**config.mk**
```make
export PLATFORM = sky130hd
export DESIGN_NAME = game_master
export DESIGN_NICKNAME = d
export VERILOG_FILES = /design/src/rtl/game_master.sv
export SDC_FILE = /design/constraint.sdc
export NUM_CORES = 1
export LEC_CHECK = 0
export CAP_MARGIN = 20
export CORE_MARGIN = 5
export CORE_UTILIZATION = 30
export DETAILED_ROUTE_END_ITERATION = 12
export PLACE_DENSITY = 0.6
export SYNTH_ARGS = -nofsm -noshare
export SYNTH_HDL_FRONTEND = slang
export SYNTH_SLANG_ARGS = --single-unit
```
**constraint.sdc**
```tcl
create_clock -name clk -period 9.2 [get_ports clk]
set_clock_uncertainty 0.15 [all_clocks]
set_input_delay 2.3 -clock clk [delete_from_list [all_inputs] [get_ports clk]]
set_output_delay 2.3 -clock clk [all_outputs]
set_load 0.03 [all_outputs]
```
**src/rtl/game_master.sv**
```systemverilog
// game_master: player-1 Bingo controller. It owns the local 5x5 board
// (selection, marking, line counting) and runs the initiating side of the
// interboard protocol: start announcement, selection hand-off, alternating
// guesses with the slave board, and win declaration / acceptance.
module game_master #(
    parameter int WIN_LINES = 3
) (
    input  logic         clk,
    input  logic         rst,
    input  logic [7:0]   cur_number_BCD,
    input  logic         enter_pulse,
    input  logic         start_pulse,
    input  logic         inter_ready,
    input  logic         interboard_en,
    input  logic [2:0]   interboard_msg_type,
    input  logic [4:0]   interboard_number,
    output logic         my_turn,
    output logic         transmit,
    output logic         ctrl_en,
    output logic [2:0]   ctrl_msg_type,
    output logic [4:0]   ctrl_number,
    output logic [124:0] map,
    output logic [24:0]  circle
);

    // Interboard message encodings shared with the slave controller.
    localparam logic [2:0] STATE_TURN = 3'd1;
    localparam logic [2:0] SEL_NUM    = 3'd2;
    localparam logic [2:0] STATE_WIN  = 3'd3;
    localparam logic [2:0] MSG_NONE   = 3'b111;

    localparam logic [3:0] WIN_CNT  = 4'(WIN_LINES);
    localparam logic [4:0] LAST_POS = 5'd24;

    typedef enum logic [3:0] {
        IDLE,
        SEND_START,
        P1_SEL,
        SEND_TURN,
        WAIT_P2_SEL,
        P1_GUESS,
        CHECK_WIN,
        SEND_SEL,
        SEND_WIN,
        WAIT_P2_GUESS,
        UPDATE,
        FIN,
        SEND_RESTART
    } state_t;

    state_t      state_reg, state_next;

    logic [4:0]  map_reg [25];
    logic [24:0] circle_reg;
    logic [4:0]  pos_reg;
    logic [4:0]  latched_reg;
    logic        ctrl_en_reg;
    logic [2:0]  ctrl_msg_type_reg;
    logic [4:0]  ctrl_number_reg;

    // Keypad value and board searches.
    logic [6:0]  cur_number;
    logic        cur_valid;
    logic [24:0] cur_hit;
    logic [24:0] rx_hit;
    logic        cur_dup;
    logic        guess_ok;

    // Line detection.
    logic [11:0] line_done;
    logic [3:0]  line_count;
    logic        win;

    // FSM side effects.
    logic        sel_write;
    logic        guess_take;
    logic        rx_take;
    logic        clear_board;
    logic        send_exit;

    function automatic logic is_send(state_t s);
        return (s == SEND_START) || (s == SEND_TURN) || (s == SEND_SEL) ||
               (s == SEND_WIN)   || (s == SEND_RESTART);
    endfunction

    assign cur_number = {3'b000, cur_number_BCD[7:4]} * 7'd10 + {3'b000, cur_number_BCD[3:0]};
    assign cur_valid  = (cur_number >= 7'd1) && (cur_number <= 7'd25);

    // Per-cell match vectors; the board never holds a number twice, so each
    // vector is at most one-hot and can be OR-ed straight into circle.
    genvar gi;
    generate
        for (gi = 0; gi < 25; gi++) begin : g_cells
            assign cur_hit[gi] = cur_valid && (map_reg[gi] == cur_number[4:0]);
            assign rx_hit[gi]  = (interboard_number != 5'd0) && (map_reg[gi] == interboard_number);
            assign map[5*gi +: 5] = map_reg[gi];
        end
    endgenerate

    assign cur_dup  = |cur_hit;
    assign guess_ok = |(cur_hit & ~circle_reg);

    // Rows 0..4, columns 5..9, main diagonal 10, anti-diagonal 11.
    generate
        for (gi = 0; gi < 5; gi++) begin : g_lines
            assign line_done[gi]     = &circle_reg[5*gi +: 5];
            assign line_done[5 + gi] = circle_reg[gi] & circle_reg[gi + 5] & circle_reg[gi + 10] &
                                       circle_reg[gi + 15] & circle_reg[gi + 20];
        end
    endgenerate
    assign line_done[10] = circle_reg[0] & circle_reg[6] & circle_reg[12] & circle_reg[18] & circle_reg[24];
    assign line_done[11] = circle_reg[4] & circle_reg[8] & circle_reg[12] & circle_reg[16] & circle_reg[20];

    // Sum of completed lines.
    always_comb begin
        line_count = 4'd0;
        for (int i = 0; i < 12; i++) begin
            line_count = line_count + {3'b000, line_done[i]};
        end
    end

    assign win = (line_count >= WIN_CNT);

    // The link's ready is only honoured once the start request has gone out.
    assign send_exit = inter_ready && !ctrl_en_reg;

    // State register.
    always_ff @(posedge clk) begin
        if (rst) begin
            state_reg <= IDLE;
        end else begin
            state_reg <= state_next;
        end
    end

    // Next-state logic and board update strobes.
    always_comb begin
        state_next = state_reg;
        sel_write  = 1'b0;
        guess_take = 1'b0;
        rx_take    = 1'b0;
        unique case (state_reg)
            IDLE: begin
                if (start_pulse) state_next = SEND_START;
            end
            SEND_START: begin
                if (send_exit) state_next = P1_SEL;
            end
            P1_SEL: begin
                if (enter_pulse && cur_valid && !cur_dup) begin
                    sel_write = 1'b1;
                    if (pos_reg == LAST_POS) state_next = SEND_TURN;
                end
            end
            SEND_TURN: begin
                if (send_exit) state_next = WAIT_P2_SEL;
            end
            WAIT_P2_SEL: begin
                if (interboard_en && interboard_msg_type == STATE_TURN) state_next = P1_GUESS;
            end
            P1_GUESS: begin
                if (enter_pulse && guess_ok) begin
                    guess_take = 1'b1;
                    state_next = CHECK_WIN;
                end
            end
            CHECK_WIN: begin
                state_next = win ? SEND_WIN : SEND_SEL;
            end
            SEND_SEL: begin
                if (send_exit) state_next = WAIT_P2_GUESS;
            end
            SEND_WIN: begin
                if (send_exit) state_next = FIN;
            end
            WAIT_P2_GUESS: begin
                if (interboard_en && interboard_msg_type == SEL_NUM) begin
                    rx_take    = 1'b1;
                    state_next = UPDATE;
                end else if (interboard_en && interboard_msg_type == STATE_WIN) begin
                    state_next = FIN;
                end
            end
            UPDATE: begin
                state_next = win ? SEND_WIN : P1_GUESS;
            end
            FIN: begin
                if (start_pulse) state_next = SEND_RESTART;
            end
            SEND_RESTART: begin
                if (send_exit) state_next = IDLE;
            end
            default: state_next = IDLE;
        endcase
    end

    assign clear_board = (state_next == IDLE) && (state_reg != IDLE);

    // Board contents, marks and selection pointer; cleared whenever IDLE is re-entered.
    always_ff @(posedge clk) begin
        if (rst || clear_board) begin
            for (int i = 0; i < 25; i++) begin
                map_reg[i] <= 5'd0;
            end
            circle_reg <= 25'd0;
            pos_reg    <= 5'd0;
        end else begin
            if (sel_write) begin
                map_reg[pos_reg] <= cur_number[4:0];
                if (pos_reg != LAST_POS) pos_reg <= pos_reg + 5'd1;
            end
            if (guess_take) circle_reg <= circle_reg | cur_hit;
            if (rx_take)    circle_reg <= circle_reg | rx_hit;
        end
    end

    // Local guess held for the SEL_NUM message.
    always_ff @(posedge clk) begin
        if (rst) begin
            latched_reg <= 5'd0;
        end else if (guess_take) begin
            latched_reg <= cur_number[4:0];
        end
    end

    // Outgoing message registers: strobe on entry to a send state, payload held until exit.
    always_ff @(posedge clk) begin
        if (rst) begin
            ctrl_en_reg       <= 1'b0;
            ctrl_msg_type_reg <= MSG_NONE;
            ctrl_number_reg   <= 5'd0;
        end else begin
            ctrl_en_reg <= is_send(state_next) && (state_next != state_reg);
            case (state_next)
                SEND_START, SEND_TURN, SEND_RESTART: begin
                    ctrl_msg_type_reg <= STATE_TURN;
                    ctrl_number_reg   <= 5'd0;
                end
                SEND_SEL: begin
                    ctrl_msg_type_reg <= SEL_NUM;
                    ctrl_number_reg   <= latched_reg;
                end
                SEND_WIN: begin
                    ctrl_msg_type_reg <= STATE_WIN;
                    ctrl_number_reg   <= 5'd0;
                end
                default: begin
                    ctrl_msg_type_reg <= MSG_NONE;
                    ctrl_number_reg   <= 5'd0;
                end
            endcase
        end
    end

    assign ctrl_en       = ctrl_en_reg;
    assign ctrl_msg_type = ctrl_msg_type_reg;
    assign ctrl_number   = ctrl_number_reg;
    assign circle        = circle_reg;
    assign my_turn       = (state_reg == P1_SEL) || (state_reg == P1_GUESS) || (state_reg == FIN);
    assign transmit      = is_send(state_reg);

endmodule

```
==> metrics.json, run 1 <==
{
  "worst_setup_path": {
    "worst_ep_arrival_time_ns": 7.91,
    "worstReg2RegEnd": "map_reg[0][0]",
    "path_depth": 14,
    "cp_max_fo": 70,
    "setup.worst_path.class": "in -> reg",
    "endpoint_kind": "flip-flop",
    "startpoint_type": "input port",
    "worst-path-buf-inv": 3,
    "cp_top_family": "compound AO/OA/AOI/OAI gates",
    "critical_path.startpoint": "cur_number_BCD[4]",
    "reg2reg_setup_slack_ns": 1.70,
    "critical_path_required_ns": 9.20,
    "regToRegStartpoint": "circle[19]",
    "cp_cell_instances": "clkdlybuf4s50_1 > ha_2 > fa_2 > buf_4 > xor2_1 > nor4_1 > o21ai_0 > o22ai_1 > nor4_1 > a41o_1 > a21boi_0 > a31o_4 > buf_12 > nor4_1",
    "ff2ff_path_depth": 19,
    "critPathSlowestCell": "fa_2",
    "critPathMaxStageDelay_ns": 1.02,
    "critPathMostFrequentCell": "nor4_1",
    "worst_setup_path_endpoint": "map_reg[0][0]"
  },
  "die": {
    "fp.coreArea_sq_um": 38700,
    "design.portCount": 183,
    "design.die.area_sq_um": 43400,
    "num_rows": 72,
    "start_util_pct": 30.4,
    "die_w_microns": 208,
    "fp.dieH_microns": 208
  },
  "cells_and_area": {
    "n_diodes": 0,
    "postLayoutCoreUtil_pct": 37.6,
    "finish.instance_area_sq_um": 14600,
    "final_nets": 1377,
    "largest_reg_flops": 125,
    "layout_cells_sized_above_1_pct": 6.03,
    "layout.cells.most_common_list": "clkdlybuf4s50_1 (176), xnor2_1 (158), edfxtp_1 (125)",
    "final_common_cell": "clkdlybuf4s50_1",
    "area_growth_syn_to_layout_pct": 23.6
  },
  "timing": {
    "setup_slack_ns": 1.29,
    "timing.max_slew.rel_slack_pct": 28.2,
    "rsz0062_at_grt": "false",
    "achievable-frequency_mhz": 126,
    "number_of_failing_hold_endpoints_at_the_final_stage": 0,
    "hold_slack_ns": 0.339,
    "setup_violations": 0,
    "report.final.slew_viol_count": 0,
    "tns_ns": 0,
    "max_slew.worst_pin.slew_ns": 1.08,
    "min_period_over_period_pct": 86.0,
    "post-route-min-period_ns": 7.91
  },
  "yosys": {
    "synth_fp_nets": 1260,
    "synth_top_area_share_pct": 31.8,
    "main_combinational_cell_family_by_area_after_synthesis": "XOR/XNOR gates",
    "synthesis.area_sq_um": 11800,
    "synth_edf_count": 125,
    "yosysSeqAreaShare_pct": 40.0,
    "number_of_instances_in_the_synthesized_netlist": 1214,
    "ys_types": 68,
    "post-synth-top-area-cell": "edfxtp_1",
    "synthesis.yosys.warnings": 0,
    "synth_fa_ha_area_share_pct": 3.12,
    "synthSimpleGateAreaFrac_pct": 20.1,
    "ys_async_sr_fraction_pct": 0,
    "synth_compound_area_share_pct": 9.78,
    "postSynthAreaPerCell_sq_um": 9.71,
    "post_synth_mux_area_share_pct": 0.424,
    "synth_xor_xnor_area_share_pct": 21.9,
    "synth.area.top_cells": "edfxtp_1 (32%), xnor2_1 (12%), dfxtp_1 (8.1%)",
    "postSynth.topFlopCell": "edfxtp_1",
    "postSynthRegisterBits": 173
  },
  "pwr": {
    "p_leak_nw": 4.93,
    "clockPowerShare_pct": 29.1,
    "switching_share_pct": 37.0,
    "power.combinational.fraction_pct": 31.4,
    "sw_power_uw": 932,
    "sequentialPowerShare_pct": 39.4,
    "cellInternalPower_mw": 1.58,
    "powerDensity_nw_per_um2": 173,
    "irDropWorstVdd_uv": 120
  },
  "grt": {
    "first_pass_grt_wire_length_microns": 69500,
    "antenna_violations_before_repair": 0,
    "gr-total-overflow": 0,
    "grt_start_max_net_pins": 76,
    "grt_util_all_layers_pct": 21.2,
    "grt_pass1_vias": 10206
  },
  "drt": {
    "routed_wire_length_per_instance_microns": 25.9,
    "postRouteAntennaNets": 0,
    "detail_route.vias_per_cell": 5.70,
    "drt_first_pass_iters": 8,
    "drt_iter0_markers": 1166,
    "drc_errors": 0,
    "vias": 10607,
    "drt-total-wl_microns": 48200
  },
  "clock_tree": {
    "clkSinkCount": 173,
    "root_buffer": "clkbuf_16",
    "cts_tree": "built",
    "clkTransAtPathRegs_ns": 0.08,
    "cts_resized": 0,
    "numCtsBuffers": 17,
    "insertion_delay_ns": 0.45,
    "cts_htree_levels": 4,
    "buffer_levels_on_the_longest_clock_path": 2,
    "cts_hold_buffers": 0,
    "post_cts_buffers": 0
  },
  "job": {
    "cap_violations": 0
  },
  "placement": {
    "port_buffers": 182,
    "post_dp_cell_area_sq_um": 14000,
    "dp_hpwl_microns": 34900,
    "pre_cts_ws_ns": 1.04,
    "global_placement_routability_congestion": 0.936
  },
  "min_path": {
    "hold_path_class": "reg -> reg"
  },
  "run_status": {
    "run_status": "complete, no violations"
  }
}
## worst register-to-register path, cell delays in order (launching register included)
cell and delay (ns):
dfxtp_1 0.66, and3_1 0.23, nand3_1 0.11, fa_1 0.53, fa_1 0.60, fa_1 0.44, fa_1 0.50, inv_1 0.04
ha_1 0.20, fa_1 0.43, and2_1 0.17, a21oi_1 0.12, a2111oi_0 0.08, buf_4 0.19, and3_1 0.16, nor4_1 0.54
a21boi_0 0.73, a31o_4 0.87, buf_12 0.36, nor4_1 0.11
## cell usage after synthesis, types with 13 or more instances
cell type / number
inv_1: 17
nor2_1: 63
dfxtp_1: 48
ha_1: 15
xor2_1: 89
nand4_1: 19
and3_1: 21
nor4_1: 84
o21ai_0: 37
a211oi_1: 13
nor3_1: 81
nand3_1: 43
a21oi_1: 29
edfxtp_1: 125
clkbuf_1: 68
xnor3_1: 17
buf_2: 25
xnor2_1: 158
a221oi_1: 16
nand2_1: 77
## per-stage QoR
step | total power, mW | cells
finish | 2.52 | 1862
global route | 2.59 | 1862
CTS | 2.51 | 1862
detailed placement | 1.79 | 1830
global placement | 1.78 | 1830
floorplan | 1.50 | 1214
## area by class of cell
| type | instances | area (sq um) |
|---|---|---|
| clock buffers | 17 | 425 |
| well taps | 518 | 648 |
| flip-flops and latches | 173 | 4710 |
| fillers | 3881 | 24200 |
| multi-input cells | 914 | 6550 |
| inverters | 17 | 63.8 |
| clock inverters | 15 | 168 |
| repair buffers | 208 | 2010 |
## per-layer routing
metal	global-route usage (%)	routed length [microns]	vias to the layer above
met1	27.4	19300	5198
met2	34.9	22700	642
met4	8.15	1820	0
met3	4.49	4420	101
li1	-	-	4666
met5	0	0	-
## worst min-delay path by stage
| stage | from | endpoint | slack [ns] | cells after the start |
|---|---|---|---|---|
| 2_1_floorplan | latched_reg[0] | latched_reg[0] | 0.30 | 2 |
| 3_3_place_gp | latched_reg[4] | ctrl_number[4] | 0.33 | 1 |
| 3_5_place_dp | latched_reg[1] | ctrl_number[1] | 0.33 | 1 |
| 4_1_cts | latched_reg[1] | ctrl_number[1] | 0.34 | 1 |
| 5_1_grt | latched_reg[1] | ctrl_number[1] | 0.35 | 1 |
| 6_report | latched_reg[1] | ctrl_number[1] | 0.34 | 1 |
## cells by family (layout without fill, tap and decap cells)
kind of cell | Yosys count | after routing
xor gates and xnor gates | 266 | 266
buffers and inverters | 127 | 257
adders and majority gates | 24 | 24
AOI/OAI and AO/OA | 168 | 168
muxes | 5 | 5
and+or+nand+nor | 451 | 451
DFF | 173 | 173
## power groups by stage
stage,Sequential (mW),Combinational [mW],Clock [mW]
floorplan,1.07,0.436,0
global placement,1.01,0.772,0
detailed placement,1.01,0.782,0
CTS,0.990,0.786,0.736
global route,0.996,0.832,0.765
finish,0.992,0.791,0.733
No activity file was read; power rests on OpenSTA's default activity.
==> run 2, diff against run 1 <==
--- a/config.mk
+++ b/config.mk
@@ -5,8 +5,8 @@
 export SDC_FILE = /design/constraint.sdc
 export NUM_CORES = 1
 export LEC_CHECK = 0
-export CAP_MARGIN = 20
-export CORE_MARGIN = 5
+export CAP_MARGIN = 15
+export CORE_MARGIN = 1.5
 export CORE_UTILIZATION = 30
 export DETAILED_ROUTE_END_ITERATION = 12
 export PLACE_DENSITY = 0.6
==> metrics.json, run 2 (synthesized netlist as in run 1, its figures left out) <==
{
  "run_status": {
    "run_status": "complete, no violations"
  },
  "grt": {
    "antenna_violations_before_repair": {"value": 0, "change": "unchanged"},
    "gr-total-overflow": {"value": 0, "change": "unchanged"},
    "first_pass_grt_wire_length": {"value": 68200, "unit": "microns", "change": "-2.0%"},
    "grt_pass1_vias": {"value": 10101, "change": "-1.0%"},
    "grt_start_max_net_pins": {"value": 76, "change": "unchanged"},
    "grt_util_all_layers": {"value": 22.7, "unit": "%", "change": "+1.5 points"}
  },
  "clock_tree": {
    "cts_tree": "built",
    "cts_resized": {"value": 0, "change": "unchanged"},
    "cts_htree_levels": {"value": 4, "change": "unchanged"},
    "clkSinkCount": {"value": 173, "change": "unchanged"},
    "cts_hold_buffers": {"value": 0, "change": "unchanged"},
    "numCtsBuffers": {"value": 17, "change": "unchanged"},
    "root_buffer": "clkbuf_16",
    "buffer_levels_on_the_longest_clock_path": {"value": 2, "change": "unchanged"},
    "insertion_delay": {"value": 0.45, "unit": "ns", "change": "about the same"},
    "clkTransAtPathRegs": {"value": 0.08, "unit": "ns", "change": "about the same"},
    "post_cts_buffers": {"value": 0, "change": "unchanged"}
  },
  "die": {
    "design.die.area": {"value": 40500, "unit": "sq um", "change": "-6.6%"},
    "die_w": {"value": 201, "unit": "microns", "change": "-3.4%"},
    "design.portCount": {"value": 183, "change": "unchanged"},
    "num_rows": {"value": 72, "change": "unchanged"},
    "fp.dieH": {"value": 201, "unit": "microns", "change": "-3.4%"},
    "start_util": {"value": 30.4, "unit": "%", "change": "unchanged"},
    "fp.coreArea": {"value": 38700, "unit": "sq um", "change": "unchanged"}
  },
  "timing": {
    "achievable-frequency": {"value": 128, "unit": "MHz", "change": "+1.6%"},
    "setup_violations": {"value": 0, "change": "unchanged"},
    "rsz0062_at_grt": "false",
    "tns": {"value": 0, "unit": "ns", "change": "unchanged"},
    "max_slew.worst_pin.slew": {"value": 1.15, "unit": "ns", "change": "+0.0698 ns"},
    "timing.max_slew.rel_slack": {"value": 22.9, "unit": "%", "change": "-5.2 points"},
    "number_of_failing_hold_endpoints_at_the_final_stage": {"value": 0, "change": "unchanged"},
    "report.final.slew_viol_count": {"value": 0, "change": "unchanged"},
    "min_period_over_period": {"value": 84.6, "unit": "%", "change": "-1.4 points"},
    "post-route-min-period": {"value": 7.79, "unit": "ns", "change": "-0.125 ns"}
  },
  "cells_and_area": {
    "regArea": {"value": 4710, "unit": "sq um", "change": "unchanged"},
    "layout.cells.most_common_list": "clkdlybuf4s50_1 (176), xnor2_1 (158), edfxtp_1 (125)",
    "finish.instance_area": {"value": 14600, "unit": "sq um", "change": "about the same"},
    "n_fill_cell": {"value": 3849, "change": "-0.82%"},
    "final_nets": {"value": 1371, "change": "-0.44%"},
    "layout_cells_sized_above_1": {"value": 5.53, "unit": "%", "change": "-0.50 points"},
    "final_common_cell": "clkdlybuf4s50_1",
    "multi_input_comb_area": {"value": 6550, "unit": "sq um", "change": "unchanged"},
    "largest_reg_flops": {"value": 125, "change": "unchanged"},
    "n_diodes": {"value": 0, "change": "unchanged"},
    "area_growth_syn_to_layout": {"value": 23.6, "unit": "%", "change": "about the same"}
  },
  "pwr": {
    "irDropWorstVdd": {"value": 99.8, "unit": "uV", "change": "-17%"},
    "p_leak": {"value": 4.92, "unit": "nW", "change": "-0.20%"},
    "powerDensity": {"value": 174, "unit": "nW/um^2", "change": "+0.98%"},
    "power.total": {"value": 2.54, "unit": "mW", "change": "+1.0%"}
  },
  "placement": {
    "global_placement_routability_congestion": {"value": 0.914, "change": "-2.4%"},
    "port_buffers": {"value": 182, "change": "unchanged"},
    "post_dp_cell_area": {"value": 13900, "unit": "sq um", "change": "-0.38%"},
    "dp_hpwl": {"value": 33600, "unit": "microns", "change": "-3.7%"}
  },
  "worst_setup_path": {
    "ff2ff_path_depth": {"value": 19, "change": "unchanged"},
    "worst_ep_arrival_time": {"value": 7.73, "unit": "ns", "change": "-0.18 ns"},
    "endpoint_kind": "flip-flop",
    "setup.worst_path.class": "in -> reg",
    "critical_path_required": {"value": 9.15, "unit": "ns", "change": "-0.05 ns"},
    "regToRegStartpoint": "circle[19]",
    "worstReg2RegEnd": "map_reg[13][2]",
    "reg2reg_setup_slack": {"value": 2.06, "unit": "ns", "change": "+0.36 ns"},
    "startpoint_type": "input port",
    "cp_max_fo": {"value": 26, "change": "-63%"}
  },
  "drt": {
    "drc_errors": {"value": 0, "change": "unchanged"},
    "highest-signal-layer": "met4",
    "wirelength_met1": {"value": 19100, "unit": "microns", "change": "-0.69%"},
    "route.met2.wl": {"value": 21800, "unit": "microns", "change": "-4.1%"},
    "drt_iter0_markers": {"value": 1158, "change": "-0.69%"},
    "detail_route.vias_per_cell": {"value": 5.62, "change": "-1.4%"},
    "drt_first_pass_iters": {"value": 6, "change": "-2"},
    "postRouteAntennaNets": {"value": 0, "change": "unchanged"},
    "drt-total-wl": {"value": 46600, "unit": "microns", "change": "-3.4%"},
    "dr_wl_met3": {"value": 3970, "unit": "microns", "change": "-10%"},
    "vias": {"value": 10430, "change": "-1.7%"},
    "routed_wire_length_per_instance": {"value": 25.1, "unit": "microns", "change": "-3.1%"}
  },
  "min_path": {
    "hold_path_class": "reg -> reg",
    "min_delay_startpoint": "latched_reg[3]",
    "worst_hold_path.endpoint": "ctrl_number[3]",
    "whs_path_depth": {"value": 1, "change": "unchanged"}
  },
  "job": {
    "cap_violations": {"value": 0, "change": "unchanged"}
  }
}
==> run 2: changes by cell type in the layout (fill, tap and decap cells not counted), sizes merged <==
cell          before  now
buf               32   25
bufinv             0    1
clkinv             7    6
dlymetal6s2s       0    1
==> run 2: metal layers <==
metal  GRT usage, %  up-vias
met5              0        -
met4           8.90        0
met3           4.36      101
met2           37.0      603
met1           29.7     5078
li1               -     4648
==> run 2: through the flow <==
step / hold slack (ns) / util, % / instances / setup WS, ns
2_1_floorplan: 0.302 / - / 1214 / 2.45
3_3_place_gp: 0.320 / 36.0 / 1823 / 1.15
3_5_place_dp: 0.320 / 36.0 / 1823 / 1.04
4_1_cts: 0.334 / 37.6 / 1855 / 1.48
5_1_grt: 0.350 / 37.6 / 1856 / 1.21
6_report: 0.331 / 37.6 / 1856 / 1.41
==> run 2: power breakdown <==
part / switching, mW / internal, mW
combinational: 0.466 / 0.315
clock: 0.370 / 0.398
sequential: 0.0918 / 0.899
==> run 2: final cells by class <==
class / instances / area share [%]
clock buffers: 17 / 2.92
multi-input cells: 914 / 44.9
repair buffers: 202 / 13.5
well taps: 518 / 4.44
flip-flops and latches: 173 / 32.3
inverters: 17 / 0.438
clock inverters: 15 / 1.44
==> run 2: how the worst max path moves through the flow <==
stage / start / endpoint / slack, ns / depth (start not counted)
2_1_floorplan: cur_number_BCD[4] / map_reg[10][0] / 2.45 / 16
3_3_place_gp: cur_number_BCD[6] / map_reg[21][0] / 1.15 / 13
3_5_place_dp: cur_number_BCD[6] / map_reg[8][2] / 1.04 / 13
4_1_cts: cur_number_BCD[6] / map_reg[8][2] / 1.48 / 13
5_1_grt: cur_number_BCD[6] / map_reg[8][2] / 1.21 / 13
6_report: cur_number_BCD[6] / map_reg[20][4] / 1.41 / 13
==> run 2: worst max-delay path, stage by stage <==
cell and delay (ns):
clkdlybuf4s50_1 0.46, ha_1 0.34, ha_1 0.33, a21oi_2 0.86
nand2_1 0.31, xnor2_1 0.36, nor2_1 0.12, or4_1 0.56
or4_2 0.68, or2_0 0.39, a31oi_2 0.23, buf_4 0.38
o21ai_0 0.38
